--- src/rtl/context_switch_scheduler.sv ---
// rtl/context_switch_scheduler.sv - write/wait/read context-switch sequencer for the link edge memories
// Optional completion counter: define CONTEXT_SWITCH_COUNTER_EN to add the switch_count port.
module context_switch_scheduler #(
  parameter int NUM_CONTEXTS = 2,
  parameter int MEM_LATENCY  = 1,
  parameter int CTX_WIDTH    = 4,
  parameter int STAGE_WIDTH  = 3,
  parameter logic [STAGE_WIDTH-1:0] STAGE_IDLE          = '0,
  parameter logic [STAGE_WIDTH-1:0] STAGE_WRITE_TO_MEM  = STAGE_WIDTH'(6),
  parameter logic [STAGE_WIDTH-1:0] STAGE_READ_FROM_MEM = STAGE_WIDTH'(7)
) (
  input  logic                   clk,
  input  logic                   reset,
  input  logic [STAGE_WIDTH-1:0] stage_in,
  input  logic                   switch_req,
  input  logic                   switch_local,
  output logic [STAGE_WIDTH-1:0] global_stage,
  output logic                   local_context_switch,
  output logic                   switch_ack,
  output logic                   busy,
  output logic [CTX_WIDTH-1:0]   current_context
`ifdef CONTEXT_SWITCH_COUNTER_EN
  ,
  output logic [15:0]            switch_count
`endif
);

  typedef enum logic [2:0] {
    ST_PASS,
    ST_WRITE,
    ST_WAIT,
    ST_READ,
    ST_DONE
  } state_t;

  localparam logic [CTX_WIDTH-1:0] LAST_CTX  = CTX_WIDTH'(NUM_CONTEXTS - 1);
  localparam logic [1:0]           WAIT_LOAD = 2'(MEM_LATENCY - 1);

  state_t                   state;
  state_t                   state_next;
  logic                     loc_q;
  logic                     loc_next;
  logic [1:0]               wait_cnt;
  logic [1:0]               cnt_next;
  logic [STAGE_WIDTH-1:0]   gs_next;
  logic                     lcs_next;
  logic                     ack_next;
  logic                     busy_next;
  logic [CTX_WIDTH-1:0]     ctx_next;

  // Outputs are registered from the next-state decode so each stage appears
  // exactly one cycle after the edge that chose it.
  always_comb begin
    state_next = state;
    loc_next   = loc_q;
    cnt_next   = wait_cnt;
    gs_next    = global_stage;
    lcs_next   = local_context_switch;
    ack_next   = 1'b0;
    busy_next  = busy;
    ctx_next   = current_context;

    case (state)
      ST_PASS: begin
        gs_next   = stage_in;
        lcs_next  = 1'b0;
        busy_next = 1'b0;
        if (switch_req && (stage_in == STAGE_IDLE)) begin
          state_next = ST_WRITE;
          gs_next    = STAGE_WRITE_TO_MEM;
          lcs_next   = switch_local;
          loc_next   = switch_local;
          busy_next  = 1'b1;
        end
      end

      ST_WRITE: begin
        // Local switches bypass the RAM, so there is no read latency to cover.
        if (loc_q) begin
          state_next = ST_READ;
          gs_next    = STAGE_READ_FROM_MEM;
        end else begin
          state_next = ST_WAIT;
          gs_next    = STAGE_IDLE;
          cnt_next   = WAIT_LOAD;
        end
      end

      ST_WAIT: begin
        if (wait_cnt == 2'd0) begin
          state_next = ST_READ;
          gs_next    = STAGE_READ_FROM_MEM;
        end else begin
          cnt_next = wait_cnt - 2'd1;
          gs_next  = STAGE_IDLE;
        end
      end

      ST_READ: begin
        state_next = ST_DONE;
        gs_next    = STAGE_IDLE;
        lcs_next   = 1'b0;
        ack_next   = 1'b1;
        if (!loc_q) begin
          ctx_next = (current_context == LAST_CTX) ? '0
                                                   : current_context + CTX_WIDTH'(1);
        end
      end

      ST_DONE: begin
        // stage_in is still ignored here; the first PASS cycle shows IDLE.
        state_next = ST_PASS;
        gs_next    = STAGE_IDLE;
        busy_next  = 1'b0;
      end

      default: begin
        state_next = ST_PASS;
        gs_next    = STAGE_IDLE;
        lcs_next   = 1'b0;
        busy_next  = 1'b0;
      end
    endcase
  end

  always_ff @(posedge clk) begin
    if (reset) begin
      state                <= ST_PASS;
      loc_q                <= 1'b0;
      wait_cnt             <= 2'd0;
      global_stage         <= STAGE_IDLE;
      local_context_switch <= 1'b0;
      switch_ack           <= 1'b0;
      busy                 <= 1'b0;
      current_context      <= '0;
    end else begin
      state                <= state_next;
      loc_q                <= loc_next;
      wait_cnt             <= cnt_next;
      global_stage         <= gs_next;
      local_context_switch <= lcs_next;
      switch_ack           <= ack_next;
      busy                 <= busy_next;
      current_context      <= ctx_next;
    end
  end

`ifdef CONTEXT_SWITCH_COUNTER_EN
  always_ff @(posedge clk) begin
    if (reset) begin
      switch_count <= 16'd0;
    end else if ((state == ST_READ) && !loc_q && (switch_count != 16'hFFFF)) begin
      switch_count <= switch_count + 16'd1;
    end
  end
`else
  // No completion counter in this build.
`endif

endmodule
--- config.mk ---
export PLATFORM = sky130hd
export DESIGN_NAME = context_switch_scheduler
export DESIGN_NICKNAME = d
export VERILOG_FILES = /design/src/rtl/context_switch_scheduler.sv
export SDC_FILE = /design/constraint.sdc
export NUM_CORES = 1
export LEC_CHECK = 0
export ABC_CLOCK_PERIOD_IN_PS = 1400
export BUFFER_PORTS_ARGS = -buffer_cell sky130_fd_sc_hd__buf_4
export CORE_MARGIN = 2
export CORE_UTILIZATION = 44
export CTS_BUF_LIST = sky130_fd_sc_hd__clkbuf_4
export CTS_CLUSTER_SIZE = 30
export DETAILED_ROUTE_END_ITERATION = 7
export PLACE_DENSITY = 0.7
export SYNTH_ARGS = -nofsm -noshare
export SYNTH_HDL_FRONTEND = slang
export SYNTH_SLANG_ARGS = --single-unit
--- constraint.sdc ---
create_clock -name clk -period 1.4 [get_ports clk]
set_input_delay 0.28 -clock clk [delete_from_list [all_inputs] [get_ports clk]]
set_output_delay 0.28 -clock clk [all_outputs]
set_load 0.01 [all_outputs]
Word level (Yosys, flattened, before mapping). Cells that the tools add are included.

Reduce and logical (&&, ||, !) cells: 11. Equality and inequality tests: 9. Bitwise logic cells: 1. $add $sub $neg: 2. Mux-type cells: 17.

Operators with widths (number): $mux W3 (5); $pmux W3 S4 (1); $pmux W3 S3 (1); $ne A2 B2 Y1 const B (4); $eq A3 B2 Y1 const B (2); $logic_not A3 Y1 (2); $reduce_and A2 Y1 (3); $reduce_or A3 Y1 (2); $add A4 B1 Y4 const B (1); $eq A4 B1 Y1 const B (1); $mux W1 (4); $mux W2 (2); $mux W4 (1); $pmux W1 S2 (2); $pmux W2 S2 (1); $eq A3 B1 Y1 const B (1); $eq A3 B3 Y1 const B (1); $reduce_and A3 Y1 (1); $logic_not A2 Y1 (1); $reduce_bool A2 Y1 (1); $sub A2 B1 Y2 const B (1); $logic_and A1 B1 Y1 (1); $not A1 Y1 (1).

Register bits: 16. Input port bits: 7. Word-level logic and storage cells: 48. Output and inout port bits: 10.

Depth between registers and ports, before layout. Gate-level depths: netlist of run 1.

Depth in word-level cells: 4. Gate-level depth with buffers: 5. Mapped depth without buffers: 5.

Worst setup path after synthesis of run 1. Ideal clock, no wire load.

Path type: reg-to-reg. From: register wait_cnt[0]. To: register wait_cnt[1]. Cell stages (with the launch flop): 6. Data required time: 1.330 ns. Data arrival time: 1.350 ns. Buffers on the path: 0. Setup slack: -0.021 ns. Cells stage by stage: dfxtp_1 -> inv_1 -> ha_1 -> or4b_4 -> or2_0 -> a21oi_1.

Longest elaborated chain between the ends: 3. Elaborated cells between the ends (all ways): 6.

RTL lines: start, declared (line 43) `logic [1:0] wait_cnt;`; start signal, assigned (line 139) `wait_cnt <= cnt_next;`; $sub A2 B1 Y2 or $logic_not A2 Y1 (tied branches) (line 94, 90); $mux W2 or $ne A2 B2 Y1 (tied branches); $pmux W2 S2 or $reduce_and A3 Y1 (tied branches).

Several ways; a longest one is shown, not always the timed one. The select of a mux whose other input is x is not followed. A chain may end at the register's enable or synchronous reset.

Worst setup path after layout of run 1. Ends and elaborated chain as after synthesis.

==> flow_metrics.env, run 1 <==
export IMPL_status="finished, violations left"
export IMPL_violations="negative setup slack"
export IMPL_antenna_found_initial=0
export IMPL_grt_start_max_net_pins=18
export IMPL_synth_compound_area_share_pct=16.11
export IMPL_holdWs_ns=0.2653
export IMPL_synth_mux_area_share_pct=1.329
export IMPL_cap_violations=0
export IMPL_fp_dieW_um=45.38
export IMPL_dp_hpwl_mm=1.143
export IMPL_yosys_area_share_simple_pct=29.40
export IMPL_cts_tree="yes"
export IMPL_grt_usage_pct=17.44
export IMPL_rsz0062_at_grt="yes"
export IMPL_synth_edf_count=0
export IMPL_setup_viol_count_final=1
export IMPL_ys_top_cells_by_area="dfxtp_1 (43%), a21oi_1 (4.0%), nand4bb_4 (3.7%)"
export IMPL_setup_tns_ns=-0.07065
export IMPL_die_area_um2=2059
export IMPL_cp_max_fo=4
export IMPL_gr_total_overflow=0
export IMPL_ir_drop_mv=0.6192
export IMPL_final_common_cell="buf_4"
export IMPL_maxSlewViolCount=0
export IMPL_final_layout_size_suffix_gt1_share_pct=42.59
export IMPL_nNetsFinal=117
export IMPL_hold_path_class="input port to flop"
export IMPL_cp_end_kind="flop"
export IMPL_async_flop_share_pct=0
export IMPL_intPower_mw=0.8181
export IMPL_wl_per_cell_um=12.40
export IMPL_ant_nets=0
export IMPL_synth_avg_cell_area_um2=9.186
export IMPL_ys_warn_count=0
export IMPL_drt_pass1_iter_count=4
export IMPL_skew_ns=0.003889
export IMPL_fillCellCount=139
export IMPL_drc=0
export IMPL_synth_xor_area_share_pct=3.488
export IMPL_fin_crit_ns=1.471
export IMPL_gp_congestion=0.7010
export IMPL_yosysTopAreaCell="dfxtp_1"
export IMPL_criticalPathCategory="flop to flop"
export IMPL_design_area_um2=1022
export IMPL_finalHoldViolCount=0
export IMPL_drt_iter0_markers=10
export IMPL_critPathArrivalTime_ns=1.68
export IMPL_die_h_um=45.38
export IMPL_numCtsBuffers=3
export IMPL_cts_hold_buffers=0
export IMPL_rows=14
export IMPL_synth_net_count=90
export IMPL_mostFrequentLayoutCells="buf_4 (27), dfxtp_1 (11)"
export IMPL_grt_pass1_vias=625
export IMPL_ctsLongestPathBuffers=2
export IMPL_via_per_inst=5.476
export IMPL_htreeDepth=1
export IMPL_initial_utilization_pct=48.31
export IMPL_cts_sinks=16
export IMPL_swShare_pct=31.93
export IMPL_ys_seq_elements=16
export IMPL_syn_area_um2=753.2
export IMPL_core_area_um2=1559
export IMPL_clk_latency_ns=0.28
export IMPL_required_ns=1.61
export IMPL_clkTransAtPathRegs_ns=0.10
export IMPL_clkPwrFrac_pct=20.6
export IMPL_num_antenna_cells=0
export IMPL_pre_cts_ws_ns=-0.05895
export IMPL_routed_wl_mm=1.537
export IMPL_vias=679
export IMPL_synth_adder_area_share_pct=1.661
export IMPL_finalCritPeriodShare_pct=105.0
export IMPL_p_sw_mw=0.3837
export IMPL_clock_fmax_mhz=680.0
export IMPL_seq_area_frac_synth_pct=42.52
export IMPL_synth_top_area_share_pct=42.52
export IMPL_synthFlopType="dfxtp_1"
export IMPL_cts_root_buf="clkbuf_4"
export IMPL_port_buffers=16
export IMPL_synth_cells=82
export IMPL_p_per_area_nw_per_um2=1176
export IMPL_synthToLayoutAreaGrowth_pct=35.71
export IMPL_io_pins=17
export IMPL_grt_first_pass_wirelength_mm=2.628
export IMPL_synth_cell_type_count=33
export IMPL_power_leakage_nw=0.4151
export IMPL_p_seq_share_pct=47.0
export IMPL_synth_top_family_by_area="simple AND/OR/NAND/NOR gates"
export IMPL_final_setup_worst_slack_ns=-0.07065
export IMPL_worst_pin_slew_ns=0.3490
export IMPL_combPwrFrac_pct=32.4
export IMPL_critPathLaunchType="flop"
export IMPL_max_slew_margin_rel_pct=76.52
export IMPL_placed_cell_area_um2=933.4
==> Yosys cell counts, types with 2 or more instances <==
| cell type | n |
|---|---|
| nor2_1 | 2 |
| nand3_1 | 4 |
| inv_1 | 4 |
| nand2_1 | 5 |
| o21ai_1 | 4 |
| clkbuf_1 | 2 |
| dfxtp_1 | 16 |
| a2111oi_0 | 2 |
| buf_2 | 3 |
| or3_1 | 3 |
| xnor2_1 | 2 |
| a21oi_1 | 6 |
| a211o_1 | 2 |
| nand3b_1 | 2 |
| nor3_1 | 5 |
| o21ai_0 | 3 |
==> worst paths after layout <==
| check | depth (start not counted) | start | end | slack, ns |
|---|---|---|---|---|
| worst max-delay path | 5 | wait_cnt[0] | wait_cnt[1] | -0.07 |
| worst min-delay path | 3 | switch_local | loc_q | 0.27 |
| worst max register to register | 5 | wait_cnt[0] | wait_cnt[1] | -0.07 |
| worst min register to register | 2 | local_context_switch | local_context_switch | 0.51 |
==> critical path, stage by stage (launching register included) <==
cell and delay [ns]:
dfxtp_2 0.35, inv_2 0.06, ha_4 0.16, or4b_4 0.50, or2_0 0.22, a21oi_1 0.12
==> cells by family after synthesis <==
family                   after synthesis
buffers and inverters                 10
XOR/XNOR                               3
AND/OR/NAND/NOR                       31
multiplexers                           1
flip-flops                            16
adder cells (fa/ha/maj)                1
AO/OA/AOI/OAI                         20
==> registers in the layout, indices dropped and copies added, names as in the netlist <==
register,cells
switch_ack,1
local_context_switch,1
current_context,4
state,3
busy,1
wait_cnt,2
loc_q,1
global_stage,3
==> final cells by class <==
cell class	instances	area, um^2	share of cell area, %
Clock buffer	3	22.52	2.203
Clock inverter	1	3.754	0.3672
Multi-Input combinational cell	56	427.9	41.86
Timing Repair Buffer	27	202.7	19.83
Inverter	5	18.77	1.836
Tap cell	16	20.02	1.958
Sequential cell	16	326.6	31.95
==> per-layer routing <==
metal / vias to the layer above / wire length, um / GRT usage [%]
met5: - / 0 / 0
met4: 0 / 0 / 3.529
met3: 0 / 51 / 3.968
met2: 11 / 734 / 29.43
met1: 314 / 751 / 22.83
li1: 354 / - / -
==> through the flow <==
step | std cells | utilization (%) | power (mW)
after floorplan | 82 | - | 0.7854
after global placement | 117 | 59.87 | 0.9235
after detailed placement | 117 | 59.87 | 0.9297
after CTS | 121 | 63.24 | 1.186
after global routing | 124 | 65.57 | 1.277
final | 124 | 65.57 | 1.202
==> what timing repair did <==
| item | in CTS | in global routing |
|---|---|---|
| setup buffers | 0 | 3 |
| hold endpoints to repair | 0 | 0 |
| gates resized for setup | 8 | 6 |
| pin swaps | 0 | 2 |
| endpoints found under the setup margin | 3 | 5 |
| cloned | 0 | 0 |
==> power by group through the flow <==
stage                     Combinational (mW)  Sequential, mW  Clock, mW
after global placement                 0.357           0.567          0
after global routing                   0.429           0.573      0.275
after CTS                              0.365           0.563      0.257
final                                  0.389           0.565      0.248
after detailed placement               0.361           0.568          0
after floorplan                        0.217           0.569          0
Power figures use the tool's default switching activity.
==> run 2, diff against run 1 <==
--- a/config.mk
+++ b/config.mk
@@ -5,9 +5,8 @@
 export SDC_FILE = /design/constraint.sdc
 export NUM_CORES = 1
 export LEC_CHECK = 0
-export ABC_CLOCK_PERIOD_IN_PS = 1400
-export BUFFER_PORTS_ARGS = -buffer_cell sky130_fd_sc_hd__buf_4
-export CORE_MARGIN = 2
+export ABC_CLOCK_PERIOD_IN_PS = 1300
+export BUFFER_PORTS_ARGS = -buffer_cell sky130_fd_sc_hd__buf_2
 export CORE_UTILIZATION = 44
 export CTS_BUF_LIST = sky130_fd_sc_hd__clkbuf_4
 export CTS_CLUSTER_SIZE = 30
==> constraint.sdc (replaced) <==
create_clock -name clk -period 1.3 [get_ports clk]
set_input_delay 0.26 -clock clk [delete_from_list [all_inputs] [get_ports clk]]
set_output_delay 0.26 -clock clk [all_outputs]
set_load 0.01 [all_outputs]
==> flow_metrics.env, run 2 (synthesis gave the netlist of run 1 again) <==
export IMPL_dp_cells=121
export IMPL_status="finished, violations left"
export IMPL_clock_fmax_mhz=688.7
export IMPL_htreeDepth=1
export IMPL_regMostFlops="current_context"
export IMPL_wl_per_cell_um=12.33
export IMPL_rows=14
export IMPL_drc=0
export IMPL_port_buffers=16
export IMPL_ctsLongestPathBuffers=2
export IMPL_p_seq_share_pct=48.2
export IMPL_final_common_cell="buf_2"
export IMPL_max_slew_margin_rel_pct=74.45
export IMPL_holdWs_ns=0.2500
export IMPL_fillCellCount=141
export IMPL_gp_congestion=0.7240
export IMPL_gr_total_overflow=0
export IMPL_p_sw_mw=0.3971
export IMPL_combPwrFrac_pct=30.8
export IMPL_num_antenna_cells=0
export IMPL_routed_wl_mm=1.566
export IMPL_fin_crit_ns=1.452
export IMPL_power_leakage_nw=0.4206
export IMPL_cap_violations=0
export IMPL_criticalPathCategory="flop to flop"
export IMPL_violations="negative setup slack"
export IMPL_final_setup_worst_slack_ns=-0.1520
export IMPL_core_area_um2=1559
export IMPL_worst_pin_slew_ns=0.3736
export IMPL_finalCritPeriodShare_pct=111.7
export IMPL_via_per_inst=5.433
export IMPL_p_per_area_nw_per_um2=1267
export IMPL_cts_sinks=16
export IMPL_critPathArrivalTime_ns=1.66
export IMPL_die_h_um=43.38
export IMPL_grt_first_pass_wirelength_mm=2.518
export IMPL_finalHoldViolCount=0
export IMPL_setup_viol_count_final=3
export IMPL_cts_root_buf="clkbuf_4"
export IMPL_pre_cts_ws_ns=-0.1379
export IMPL_cts_hold_buffers=0
export IMPL_skew_ns=0.007468
export IMPL_nNetsFinal=120
export IMPL_cp_end_kind="flop"
export IMPL_synthToLayoutAreaGrowth_pct=32.39
export IMPL_rsz0062_at_grt="yes"
export IMPL_cts_tree="yes"
export IMPL_intPower_mw=0.8666
export IMPL_drt_iter0_markers=14
export IMPL_swShare_pct=31.42
export IMPL_numCtsBuffers=3
export IMPL_critPathLaunchType="flop"
export IMPL_final_layout_size_suffix_gt1_share_pct=42.34
export IMPL_largestRegisters="current_context: 4 flops, global_stage: 3 flops, state: 3 flops"
export IMPL_clkTransAtPathRegs_ns=0.10
export IMPL_ant_nets=0
export IMPL_cp_max_fo=4
export IMPL_initial_utilization_pct=48.31
export IMPL_die_area_um2=1881
export IMPL_setup_tns_ns=-0.2298
export IMPL_clk_latency_ns=0.28
export IMPL_drt_pass1_iter_count=4
export IMPL_mostFrequentLayoutCells="buf_2 (16), buf_4 (14), dfxtp_1 (10)"
export IMPL_fin_cells=127
export IMPL_maxSlewViolCount=0
export IMPL_grt_usage_pct=18.55
export IMPL_hold_path_class="input port to flop"
export IMPL_clkPwrFrac_pct=21.0
export IMPL_grt_pass1_vias=613
export IMPL_vias=690
export IMPL_dp_hpwl_mm=1.115
export IMPL_required_ns=1.51
export IMPL_ir_drop_mv=1.004
export IMPL_fp_dieW_um=43.38
export IMPL_largest_reg_flops=4
export IMPL_io_pins=17
export IMPL_antenna_found_initial=0
export IMPL_grt_start_max_net_pins=18
run 2: power by group through the flow:
stage / Sequential (mW) / Clock (mW) / Combinational [mW]
final: 0.609 / 0.265 / 0.390
after global placement: 0.610 / 0 / 0.377
after floorplan: 0.612 / 0 / 0.233
after global routing: 0.619 / 0.301 / 0.423
after CTS: 0.606 / 0.277 / 0.386
after detailed placement: 0.611 / 0 / 0.384
run 2: worst paths after layout:
| check | from | end | slack (ns) | cells after the start |
|---|---|---|---|---|
| hold / removal | switch_local | loc_q | 0.25 | 3 |
| hold reg to reg | wait_cnt[1] | wait_cnt[1] | 0.48 | 2 |
| setup / recovery | wait_cnt[0] | wait_cnt[1] | -0.15 | 5 |
| setup reg to reg | wait_cnt[0] | wait_cnt[1] | -0.15 | 5 |
run 2: what timing repair did:
item                       4_1_cts  5_1_grt
pin swaps                        1        2
setup endpoints to repair        5        5
gates resized for setup          5        3
setup buffers                    1        1
run 2: metal layers:
| layer | vias to the layer above | global-route usage, % | part of all wire [%] |
|---|---|---|---|
| met1 | 323 | 20.63 | 46 |
| met3 | 2 | 3.750 | 1.7 |
| li1 | 356 | - | - |
| met5 | - | 0 | 0 |
| met4 | 0 | 11.25 | 1.1 |
| met2 | 9 | 32.42 | 51 |
run 2: area by class of cell:
class | instances | area [um^2] | area share (%)
multi-input combinational | 56 | 416.7 | 41.78
sequential | 16 | 330.3 | 33.12
timing repair buffer | 30 | 185.2 | 18.57
clock buffer | 3 | 22.52 | 2.258
tap | 16 | 20.02 | 2.008
inverter | 5 | 18.77 | 1.882
clock inverter | 1 | 3.754 | 0.3764
run 2: per-stage QoR:
stage	util [%]	power [mW]	area (um^2)
floorplan	-	0.8458	774.5
global placement	60.43	0.9867	942.2
detailed placement	60.43	0.9956	942.2
CTS	63.16	1.269	984.7
global route	63.96	1.343	997.2
finish	63.96	1.264	997.2
run 2: critical path, stage by stage, from the launching register on:
cell,delay (ns)
dfxtp_2,0.35
inv_2,0.05
ha_4,0.15
or4b_4,0.50
or2_0,0.22
a21oi_1,0.12
